`src/rtl/mic_dma_arbiter.sv`:
```
// mic_dma_arbiter
//   Round-robin arbiter sharing one Avalon-MM burst-write master port among
//   N_REQ microphone DMA channels. A channel owns the shared port for a whole
//   burst; only the owner sees the slave's waitrequest, everyone else is held
//   off with waitrequest=1. A software enable mask gates which channels may
//   win the next arbitration.
//
// Ports
//   CLK, RESET           system clock, asynchronous active-low reset
//   CH_ENABLE            per-channel eligibility mask
//   REQ_*                per-channel Avalon-MM burst-write masters (packed, ch i at slice i)
//   REQ_WAITREQUEST      per-channel waitrequest back to the channels
//   AM_*                 shared Avalon-MM burst-write master toward the slave
//   GRANT                one-hot owner of the shared port, 0 when idle
//   BUSY                 high while a burst is in progress
//
// State table
//   state    | meaning
//   ST_IDLE  | no owner; arbitrate among eligible channels starting at ptr
//   ST_BURST | owner gidx drives AM_*; leave after the last beat is accepted
module mic_dma_arbiter #(
  parameter int N_REQ   = 4,
  parameter int BURST_W = 3
) (
  input  logic                   CLK,
  input  logic                   RESET,
  input  logic [N_REQ-1:0]       CH_ENABLE,
  input  logic [N_REQ*32-1:0]    REQ_ADDR,
  input  logic [N_REQ*BURST_W-1:0] REQ_BURSTCOUNT,
  input  logic [N_REQ-1:0]       REQ_WRITE,
  input  logic [N_REQ*32-1:0]    REQ_WRITEDATA,
  input  logic [N_REQ*4-1:0]     REQ_BYTEENABLE,
  output logic [N_REQ-1:0]       REQ_WAITREQUEST,
  output logic [31:0]            AM_ADDR,
  output logic [BURST_W-1:0]     AM_BURSTCOUNT,
  output logic                   AM_WRITE,
  output logic [31:0]            AM_WRITEDATA,
  output logic [3:0]             AM_BYTEENABLE,
  input  logic                   AM_WAITREQUEST,
  output logic [N_REQ-1:0]       GRANT,
  output logic                   BUSY
);

  localparam int PTR_W = (N_REQ > 1) ? $clog2(N_REQ) : 1;

  typedef enum logic {
    ST_IDLE  = 1'b0,
    ST_BURST = 1'b1
  } state_t;

  state_t             state, state_nxt;
  logic [PTR_W-1:0]   ptr, ptr_nxt;
  logic [PTR_W-1:0]   gidx, gidx_nxt;
  logic [N_REQ-1:0]   grant, grant_nxt;
  logic [BURST_W-1:0] beats, beats_nxt;

  logic [N_REQ-1:0]   eligible;
  logic               found;
  logic [PTR_W-1:0]   sel_idx;
  logic [BURST_W-1:0] sel_bc;
  logic               accepted;

  // ptr + offs, wrapped at N_REQ rather than at the next power of two
  function automatic logic [PTR_W-1:0] wrap_add(input logic [PTR_W-1:0] base,
                                                input int offs);
    int sum;
    sum = int'(base) + offs;
    if (sum >= N_REQ) sum = sum - N_REQ;
    return PTR_W'(sum);
  endfunction

  assign eligible = REQ_WRITE & CH_ENABLE;

  // first eligible channel at or after ptr
  always_comb begin
    found   = 1'b0;
    sel_idx = '0;
    for (int k = 0; k < N_REQ; k++) begin
      if (!found && eligible[wrap_add(ptr, k)]) begin
        found   = 1'b1;
        sel_idx = wrap_add(ptr, k);
      end
    end
  end

  always_comb begin
    sel_bc = '0;
    for (int i = 0; i < N_REQ; i++) begin
      if (sel_idx == PTR_W'(i)) sel_bc = REQ_BURSTCOUNT[i*BURST_W +: BURST_W];
    end
  end

  // shared master mux; everything zero and all channels stalled when idle
  always_comb begin
    AM_ADDR         = '0;
    AM_BURSTCOUNT   = '0;
    AM_WRITE        = 1'b0;
    AM_WRITEDATA    = '0;
    AM_BYTEENABLE   = '0;
    REQ_WAITREQUEST = '1;
    if (state == ST_BURST) begin
      for (int i = 0; i < N_REQ; i++) begin
        if (gidx == PTR_W'(i)) begin
          AM_ADDR            = REQ_ADDR[i*32 +: 32];
          AM_BURSTCOUNT      = REQ_BURSTCOUNT[i*BURST_W +: BURST_W];
          AM_WRITE           = REQ_WRITE[i];
          AM_WRITEDATA       = REQ_WRITEDATA[i*32 +: 32];
          AM_BYTEENABLE      = REQ_BYTEENABLE[i*4 +: 4];
          REQ_WAITREQUEST[i] = AM_WAITREQUEST;
        end
      end
    end
  end

  assign accepted = (state == ST_BURST) && AM_WRITE && !AM_WAITREQUEST;

  always_comb begin
    state_nxt = state;
    ptr_nxt   = ptr;
    gidx_nxt  = gidx;
    grant_nxt = grant;
    beats_nxt = beats;
    case (state)
      ST_IDLE: begin
        if (found) begin
          state_nxt          = ST_BURST;
          gidx_nxt           = sel_idx;
          grant_nxt          = '0;
          grant_nxt[sel_idx] = 1'b1;
          // a zero burstcount is treated as a single-beat burst
          beats_nxt          = (sel_bc == '0) ? BURST_W'(1) : sel_bc;
        end
      end
      ST_BURST: begin
        if (accepted) begin
          beats_nxt = beats - 1'b1;
          if (beats == BURST_W'(1)) begin
            state_nxt = ST_IDLE;
            grant_nxt = '0;
            ptr_nxt   = (gidx == PTR_W'(N_REQ - 1)) ? '0 : gidx + 1'b1;
          end
        end
      end
      default: state_nxt = ST_IDLE;
    endcase
  end

  always_ff @(posedge CLK or negedge RESET) begin
    if (!RESET) begin
      state <= ST_IDLE;
      ptr   <= '0;
      gidx  <= '0;
      grant <= '0;
      beats <= '0;
    end else begin
      state <= state_nxt;
      ptr   <= ptr_nxt;
      gidx  <= gidx_nxt;
      grant <= grant_nxt;
      beats <= beats_nxt;
    end
  end

  assign GRANT = grant;
  assign BUSY  = (state == ST_BURST);

endmodule

```
`config.mk`:
```
export PLATFORM = sky130hd
export DESIGN_NAME = mic_dma_arbiter
export DESIGN_NICKNAME = d
export VERILOG_FILES = /design/src/rtl/mic_dma_arbiter.sv
export SDC_FILE = /design/constraint.sdc
export NUM_CORES = 1
export LEC_CHECK = 0
export BUFFER_PORTS_ARGS = -buffer_cell sky130_fd_sc_hd__buf_2
export CORE_AREA = 2 2 144 146
export CTS_CLUSTER_DIAMETER = 200
export DETAILED_ROUTE_END_ITERATION = 8
export DIE_AREA = 0 0 146 148
export GPL_ROUTABILITY_DRIVEN = 0
export SLEW_MARGIN = 20
export SYNTH_ARGS = -nofsm -noshare
export SYNTH_HDL_FRONTEND = slang
export SYNTH_SLANG_ARGS = --single-unit
```
`constraint.sdc`:
```
create_clock -name CLK -period 2.6 [get_ports CLK]
set_input_delay 0.52 -clock CLK [delete_from_list [all_inputs] [get_ports CLK]]
set_output_delay 0.52 -clock CLK [all_outputs]
set_load 0.02 [all_outputs]
```
==> results by group, run 1 <==
STA
  – RSZ-0062 raised after global routing: yes
  – Clock skew: 0.00251 ns
  – Minimum clock period: 2.61 ns
  – Finish-stage setup viols: 1
  – Post-route setup slack: -0.00815 ns
  – Setup_tns: -0.00815 ns
  – Final period utilization: 100%
  – Slew HR: 68.7%
  – Final slew viol count: 0
  – Slew @ Worst Pin: 0.468 ns
  – Hold Fails Final Rpt: 0
  – Fmax: 383 MHz

Floorplan
  – Core area: 0.0200 sq mm
  – Die Area: 0.0216 sq mm
  – Initial Util: 18.4%
  – Die Y: 148 um
  – # IOs: 376
  – # rows: 52
  – Die W: 146 um

Clock tree
  – H-tree depth: 1
  – Root buffer cell: clkbuf_16
  – CTS Buffer Depth: 2
  – CTS hold repair buffers: 0
  – Num CTS Buffers: 3
  – CTS tree: yes
  – Clock latency on the worst-skew pair: 0.24 ns
  – Clk sinks: 12
  – CTS clk-pin slew, worst paths: 0.05 ns

Job
  – # Max-Cap Violations: 0

Drt
  – Via/cell ratio: 4.72
  – DRT Pass-1 Iters: 6
  – M1 WL: 8480 um
  – DRC Markers: 0
  – Wire per inst: 16.1 um
  – Uppermost routed layer: met5
  – Metal2 WL: 10300 um
  – WL met3: 1650 um
  – Number of routed nets with antenna violations: 0
  – Initial DRC Count: 318
  – Final WL: 20800 um
  – Total number of vias: 6076

Global routing
  – GRT overflow: 0
  – Vias in the first global route: 5678
  – Largest net degree at the start of global routing: 88
  – Initial antenna violation count: 1
  – GRT Total Usage: 16.1%
  – First-pass GRT wire length: 28600 um

Synth
  – Asr flop ratio synth: 100%
  – Post-Syn Nets: 950
  – Register area share after synthesis: 8.16%
  – Post-synth EDFFs: 0
  – Synth cell types: 45
  – Mapped Area: 0.00368 sq mm
  – Synthesized area per cell: 5.67 sq um
  – Cells after Synth: 649
  – Synth warn: 0
  – Synth Register Bits: 12
  – Main flop type after synthesis: dfrtp_1

Power
  – Power Density: 1310 mW/mm^2
  – Leakage power: 3.18 nW
  – Share of power burned in registers: 3.9%
  – Switching Fraction: 51.6%
  – P_sw: 4.72 mW
  – Pint: 4.43 mW
  – Clock share of power: 3.5%
  – Maximum VDD drop: 0.508 mV
  – Logic pwr share: 92.6%

Final layout
  – Leading cell type in the layout, fill and taps excluded: buf_2
  – Layout cell share with drive strength beyond 1: 49.7%
  – Most frequent cells in the layout: 328 x buf_2, 151 x nand2_1, 99 x a21oi_1
  – Layout Utilization: 34.8%
  – Fillers: 2191
  – Syn-to-layout area delta: 89.6%
  – # diodes: 0
  – Fin area: 0.00697 sq mm
  – Multi-input logic area: 0.00338 sq mm
  – FF+latch area: 303 sq um
  – Final net count: 1320

Placed design
  – Post-DP HPWL: 14500 um
  – Placement-stage cell area: 0.00600 sq mm
  – Pre-CTS WS: -0.0810 ns
  – Port-buffer cells: 375

Critical path
  – Worst Setup Path Type: reg -> out
  – Slowest stage delay, CP: 0.43 ns
  – Worst Path Required: 2.08 ns
  – Critical Path Start Type: flop
  – Critical path cell sequence: ha_4 -> buf_4 -> clkbuf_16 -> nand3b_1 -> a21oi_1 -> a21oi_1 -> o21ai_0 -> and2_1 -> buf_2
  – Most common cell type on the critical path: a21oi_1
  – Crit Path Max Fanout: 12
  – Critical path endpoint category: output pin
  – Crit path arrival time: 2.09 ns
  – Slowest-stage cell, CP: dfrtp_2

Worst hold path
  – Min-Delay Path Class: in -> async

Status
  – Failing checks: negative setup slack
  – Status: complete, but fails checks
==> cells in the mapped netlist (2+ instances only) <==
library cell / number / area share [%]
or2_2: 2 / 0.34
ha_1: 6 / 2.0
clkbuf_1: 48 / 4.9
nor2_1: 7 / 0.71
nand3b_1: 64 / 13
nor2b_1: 2 / 0.34
nand3_1: 3 / 0.41
buf_1: 13 / 1.3
o31ai_1: 2 / 0.41
mux2_2: 3 / 0.92
o22ai_1: 2 / 0.34
nor3_1: 2 / 0.27
a21oi_1: 137 / 19
inv_1: 6 / 0.61
a22oi_1: 8 / 1.6
o21ai_0: 77 / 10
nand2_1: 151 / 15
and2_1: 71 / 12
and2b_2: 4 / 0.95
a221oi_1: 4 / 0.95
o21ai_1: 2 / 0.27
dfrtp_1: 12 / 8.2
==> worst max-delay path, delay by kind of cell, from the launching register on <==
kind | cells | cell delay (ns)
simple gates | 2 | 0.29
buf+inv | 3 | 0.49
fa+ha+maj | 1 | 0.24
flops | 1 | 0.43
compound gates | 3 | 0.38
==> area by class of cell <==
| class | count | area share (%) |
|---|---|---|
| Inverter | 6 | 0.323 |
| Sequential cell | 12 | 4.34 |
| Timing Repair Buffer | 427 | 40.8 |
| Multi-Input combinational cell | 569 | 48.5 |
| Clock buffer | 4 | 1.27 |
| Tap cell | 270 | 4.84 |
==> repair_timing <==
item | CTS | global route
endpoints found under the setup margin | 55 | 72
resized for setup | 20 | 150
pin swaps | 3 | 13
cloned | 2 | 10
buffers inserted | 7 | 9
==> state kept, by name (all words and copies together) (netlist names) <==
signal	count
beats	3
ptr	2
GRANT	4
BUSY	1
gidx	2
==> through the flow <==
stage	power, mW	std cells	hold slack, ns
floorplan	4.69	649	0.224
global placement	6.93	1257	0.421
detailed placement	6.97	1257	0.423
CTS	7.74	1270	0.163
global route	9.83	1288	0.168
finish	9.15	1288	0.155
==> routing by layer <==
metal / global-route usage (%) / vias up
li1: - / 2990
met1: 19.0 / 2728
met2: 30.9 / 324
met3: 2.69 / 32
met4: 2.57 / 2
met5: 0 / -
==> final timing paths <==
path	from	endpoint	slack [ns]	cells past startpoint
setup / recovery	gidx[0]	AM_ADDR[2]	-0.008	9
hold / removal	RESET	BUSY	0.15	1
setup reg to reg	gidx[1]	ptr[1]	0.23	9
hold reg to reg	GRANT[1]	GRANT[1]	0.47	2
max in group asynchronous	RESET	gidx[0]	2.20	1
min in group CLK	GRANT[1]	GRANT[1]	0.47	2
==> power groups by stage <==
stage               Sequential [mW]  Combinational (mW)  Clock (mW)
detailed placement            0.351                6.62           0
global route                  0.367                9.13       0.332
floorplan                     0.367                4.32           0
global placement              0.349                6.58           0
finish                        0.355                8.47       0.320
CTS                           0.352                7.06       0.324
==> kinds of logic after synthesis <==
logic type               Yosys count  synth area share [%]
adder cells (fa/ha/maj)            6                  2.04
multiplexers                       4                  1.19
flip-flops                        12                  8.16
AO/OA/AOI/OAI                    242                  35.6
AND/OR/NAND/NOR                  317                  46.1
buffers and inverters             68                  6.97
Power figures use the tool's default switching activity.
==> run 2, diff against run 1 <==
--- a/config.mk
+++ b/config.mk
@@ -11,6 +11,7 @@
 export DETAILED_ROUTE_END_ITERATION = 8
 export DIE_AREA = 0 0 146 148
 export GPL_ROUTABILITY_DRIVEN = 0
+export GPL_TIMING_DRIVEN = 0
 export SLEW_MARGIN = 20
 export SYNTH_ARGS = -nofsm -noshare
 export SYNTH_HDL_FRONTEND = slang
==> results by group, run 2 (synthesis results as in run 1) <==
Final layout
  – # diodes: 0
  – Leading cell type in the layout, fill and taps excluded: buf_2
  – Layout cell share with drive strength beyond 1: 50.0%
  – Max FFs per register: 4
  – Most frequent cells in the layout: 314 x buf_2, 151 x nand2_1, 101 x a21oi_1
  – Final net count: 1344
  – Fillers: 2226
  – Syn-to-layout area delta: 90.1%
  – Final std cells w/o fill: 1311
  – Layout Utilization: 34.9%

Clock tree
  – H-tree depth: 1
  – CTS clk-pin slew, worst paths: 0.04 ns
  – CTS tree: yes
  – CTS Buffer Depth: 2
  – CTS hold repair buffers: 0
  – Num CTS Buffers: 3
  – Root buffer cell: clkbuf_16
  – Clock latency on the worst-skew pair: 0.24 ns
  – Clk sinks: 12

Floorplan
  – # IOs: 376
  – # rows: 52
  – Core area: 0.0200 sq mm
  – Die Y: 148 um
  – Die W: 146 um
  – Die Area: 0.0216 sq mm
  – Initial Util: 18.4%

Critical path
  – Reg2reg setup slack: 0.29 ns
  – RR Startpoint: gidx[1]
  – Worst Setup Path Type: reg -> out
  – Critical R2R Capture: ptr[1]
  – FF-to-FF path depth: 9
  – Critical Path Start Type: flop
  – Critical path endpoint category: output pin
  – Worst Path Required: 2.08 ns
  – Crit Path Max Fanout: 10
  – Crit path arrival time: 2.10 ns

STA
  – Setup_tns: -0.0346 ns
  – Finish-stage setup viols: 3
  – Fmax: 382 MHz
  – Slew HR: 62.0%
  – Post-route setup slack: -0.0199 ns
  – Slew @ Worst Pin: 0.569 ns
  – Hold Fails Final Rpt: 0
  – RSZ-0062 raised after global routing: yes
  – Final period utilization: 101%
  – Min Hold Slack: 0.161 ns
  – Minimum clock period: 2.62 ns
  – Final slew viol count: 0
  – Clock skew: 0.000829 ns

Drt
  – DRC Markers: 0
  – Total number of vias: 6258
  – Number of routed nets with antenna violations: 0
  – Final WL: 23600 um
  – Via/cell ratio: 4.77
  – Wire per inst: 18.0 um
  – DRT Pass-1 Iters: 5
  – Initial DRC Count: 302

Global routing
  – GR Util met3: 3.67%
  – GRT Total Usage: 19.8%
  – GR Util met2: 35.4%
  – Largest net degree at the start of global routing: 13
  – Vias in the first global route: 6110
  – Initial antenna violation count: 0
  – Global route hottest layer: met2
  – First-pass GRT wire length: 33400 um
  – GRT overflow: 0
  – M1 GR Usage: 24.7%

Power
  – Power Density: 1350 mW/mm^2
  – Leakage power: 3.22 nW
  – Final Total Pwr: 9.41 mW
  – Maximum VDD drop: 0.627 mV

Placed design
  – Post-DP HPWL: 18200 um
  – Port-buffer cells: 375
  – Placed cell count: 1294

Status
  – Failing checks: negative setup slack
  – Status: complete, but fails checks

Job
  – # Max-Cap Violations: 0

Worst hold path
  – Min-Delay Path Class: in -> async
-- run 2: worst max-delay path by stage --
| stage | slack (ns) | cells after the start | to | start |
|---|---|---|---|---|
| 2_1_floorplan | 0.18 | 8 | AM_ADDR[31] | gidx[0] |
| 3_3_place_gp | -1.48 | 9 | AM_WRITEDATA[31] | gidx[0] |
| 3_5_place_dp | -1.52 | 9 | AM_WRITEDATA[31] | gidx[0] |
| 4_1_cts | -0.03 | 9 | AM_BYTEENABLE[3] | gidx[0] |
| 5_1_grt | -0.12 | 10 | AM_ADDR[0] | gidx[0] |
| 6_report | -0.02 | 10 | AM_WRITEDATA[5] | gidx[0] |
-- run 2: timing repair --
action,CTS,global route
gates resized for setup,159,182
endpoints found under the setup margin,76,71
gates cloned,2,1
pin swaps,7,24
buffers inserted,10,5
-- run 2: layer usage --
layer | vias to the layer above | share of wire, %
met5 | - | 0
met4 | 0 | 2.1
met3 | 38 | 8.0
met2 | 341 | 48
met1 | 2846 | 42
li1 | 3033 | -
-- run 2: through the flow --
step,setup WS (ns),area [sq um]
2_1_floorplan,0.176,3680
3_3_place_gp,-1.48,5890
3_5_place_dp,-1.52,5890
4_1_cts,-0.0343,6550
5_1_grt,-0.116,6990
6_report,-0.0199,6990
-- run 2: layout make-up --
| class | instances | area, sq um | area share (%) |
|---|---|---|---|
| multi-input cells | 569 | 3370 | 48.2 |
| flip-flops and latches | 12 | 302 | 4.31 |
| clock buffers | 3 | 75.1 | 1.07 |
| repair buffers | 393 | 2300 | 32.9 |
| well taps | 270 | 338 | 4.83 |
| inverters | 6 | 25.0 | 0.358 |
| plain buffers | 58 | 581 | 8.30 |
-- run 2: worst max-delay path, cell delays in order (launching register included) --
cell and delay [ns]:
dfrtp_2 0.45, inv_4 0.10, ha_4 0.18, clkbuf_16 0.18
buf_8 0.14, nand3b_1 0.08, a21oi_1 0.15, a21oi_1 0.07
o21ai_2 0.22, and2_1 0.17, buf_6 0.12
-- run 2: power by group --
part | internal [mW] | switching, mW
sequential | 0.272 | 0.0837
combinational | 3.97 | 4.81
clock | 0.200 | 0.0744
==> run 3, diff against run 2 <==
--- a/config.mk
+++ b/config.mk
@@ -6,10 +6,10 @@
 export NUM_CORES = 1
 export LEC_CHECK = 0
 export BUFFER_PORTS_ARGS = -buffer_cell sky130_fd_sc_hd__buf_2
-export CORE_AREA = 2 2 144 146
+export CORE_AREA = 2 2 146 148
 export CTS_CLUSTER_DIAMETER = 200
 export DETAILED_ROUTE_END_ITERATION = 8
-export DIE_AREA = 0 0 146 148
+export DIE_AREA = 0 0 148 150
 export GPL_ROUTABILITY_DRIVEN = 0
 export GPL_TIMING_DRIVEN = 0
 export SLEW_MARGIN = 20
==> results by group, run 3 (synthesis results as in run 1) <==
Status
  – Status: complete, but fails checks
  – Failing checks: negative setup slack

Clock tree
  – CTS clk-pin slew, worst paths: 0.04 ns
  – Num CTS Buffers: 3
  – CTS tree: yes
  – Root buffer cell: clkbuf_16
  – CTS Buffer Depth: 2
  – Clk sinks: 12
  – Clock latency on the worst-skew pair: 0.24 ns
  – H-tree depth: 1

Drt
  – Wire per inst: 19.2 um
  – Initial DRC Count: 352
  – DRC Markers: 0
  – Total number of vias: 6433
  – DRT Pass-1 Iters: 5
  – Number of routed nets with antenna violations: 0
  – Via/cell ratio: 4.86
  – Final WL: 25400 um

Floorplan
  – Die Area: 0.0222 sq mm
  – # IOs: 376
  – Initial Util: 17.8%
  – Die W: 148 um
  – # rows: 53
  – Core area: 0.0207 sq mm
  – Die Y: 150 um

Placed design
  – Pre-CTS WS: -1.50 ns
  – Placed cell count: 1299
  – Placement-stage cell area: 0.00590 sq mm
  – Post-DP HPWL: 18900 um
  – Port-buffer cells: 375

STA
  – Setup_tns: -0.134 ns
  – Final period utilization: 102%
  – Final slew viol count: 0
  – Slew HR: 61.1%
  – Fmax: 379 MHz
  – Min Hold Slack: 0.153 ns
  – RSZ-0062 raised after global routing: yes
  – Clock skew: 0.00198 ns
  – Post-route setup slack: -0.0405 ns
  – Minimum clock period: 2.64 ns
  – Finish-stage setup viols: 6
  – Hold Fails Final Rpt: 0
  – Slew @ Worst Pin: 0.583 ns

Global routing
  – First-pass GRT wire length: 33800 um
  – GRT overflow: 0
  – GRT Total Usage: 19.9%
  – Vias in the first global route: 5817
  – Largest net degree at the start of global routing: 13
  – Initial antenna violation count: 3

Final layout
  – Syn-to-layout area delta: 100%
  – Leading cell type in the layout, fill and taps excluded: buf_2
  – Final net count: 1348
  – Final std cells w/o fill: 1323
  – Fillers: 2262
  – Layout cell share with drive strength beyond 1: 53.2%
  – Max FFs per register: 4
  – Fin area: 0.00737 sq mm
  – Layout Utilization: 35.6%
  – Most frequent cells in the layout: 307 x buf_2, 150 x nand2_1, 71 x a21oi_1

Critical path
  – Crit path arrival time: 2.12 ns
  – Worst Setup Path Type: reg -> out
  – CP startpoint: gidx[0]
  – Critical path endpoint category: output pin
  – Crit Path Max Fanout: 9
  – Worst Path Required: 2.08 ns
  – Critical Path Start Type: flop
  – RR Startpoint: gidx[1]

Worst hold path
  – Min-Delay Path Class: in -> async

Power
  – Power Density: 1390 mW/mm^2
  – Maximum VDD drop: 0.566 mV
  – Leakage power: 3.33 nW
  – Final Total Pwr: 10.2 mW

Job
  – # Max-Cap Violations: 0
==> run 3: metal layers <==
metal	global-route usage [%]	vias to the layer above	wire, um
met4	4.14	2	435
met1	25.4	2992	10500
met5	0	-	13
met2	35.1	350	12500
met3	3.29	42	1960
li1	-	3047	-
==> run 3: final cells by class <==
| cell class | count | area, sq um | share of cell area (%) |
|---|---|---|---|
| antenna | 2 | 5.00 | 0.0679 |
| buffer | 59 | 691 | 9.37 |
| clock buffer | 4 | 88.8 | 1.21 |
| inverter | 6 | 25.0 | 0.340 |
| multi-input combinational | 569 | 3460 | 46.9 |
| sequential | 12 | 302 | 4.09 |
| tap | 275 | 344 | 4.67 |
| timing repair buffer | 396 | 2450 | 33.3 |
==> run 3: path summary, 6_finish.rpt <==
check / end / slack (ns) / cells past startpoint
setup / recovery: AM_WRITEDATA[0] / -0.04 / 9
max in group asynchronous: gidx[0] / 2.21 / 1
setup reg to reg: ptr[1] / 0.35 / 8
hold / removal: beats[0] / 0.15 / 1
hold reg to reg: GRANT[1] / 0.50 / 2
min in group CLK: GRANT[1] / 0.50 / 2
==> run 3: report_power, final <==
group / total [mW] / internal, mW / switching (mW)
Clock: 0.316 / 0.232 / 0.0839
Sequential: 0.368 / 0.273 / 0.0951
Combinational: 9.53 / 4.45 / 5.08
==> run 3: timing repair <==
| action | 4_1_cts | 5_1_grt |
|---|---|---|
| gates cloned | 2 | 5 |
| setup buffers | 9 | 5 |
| setup endpoints to repair | 76 | 72 |
| resized for setup | 180 | 255 |
| hold buffers | 0 | 0 |
| hold endpoints to repair | 0 | 0 |
| pin swaps | 14 | 55 |
==> run 3: worst max-delay path: stages (launching register included) <==
cell and delay, ns:
dfrtp_2 0.46, ha_4 0.22, clkbuf_16 0.20, clkbuf_16 0.16, nand3b_1 0.17, a21oi_2 0.16, a21oi_2 0.05, o21ai_2 0.18
and2_4 0.17, buf_6 0.11
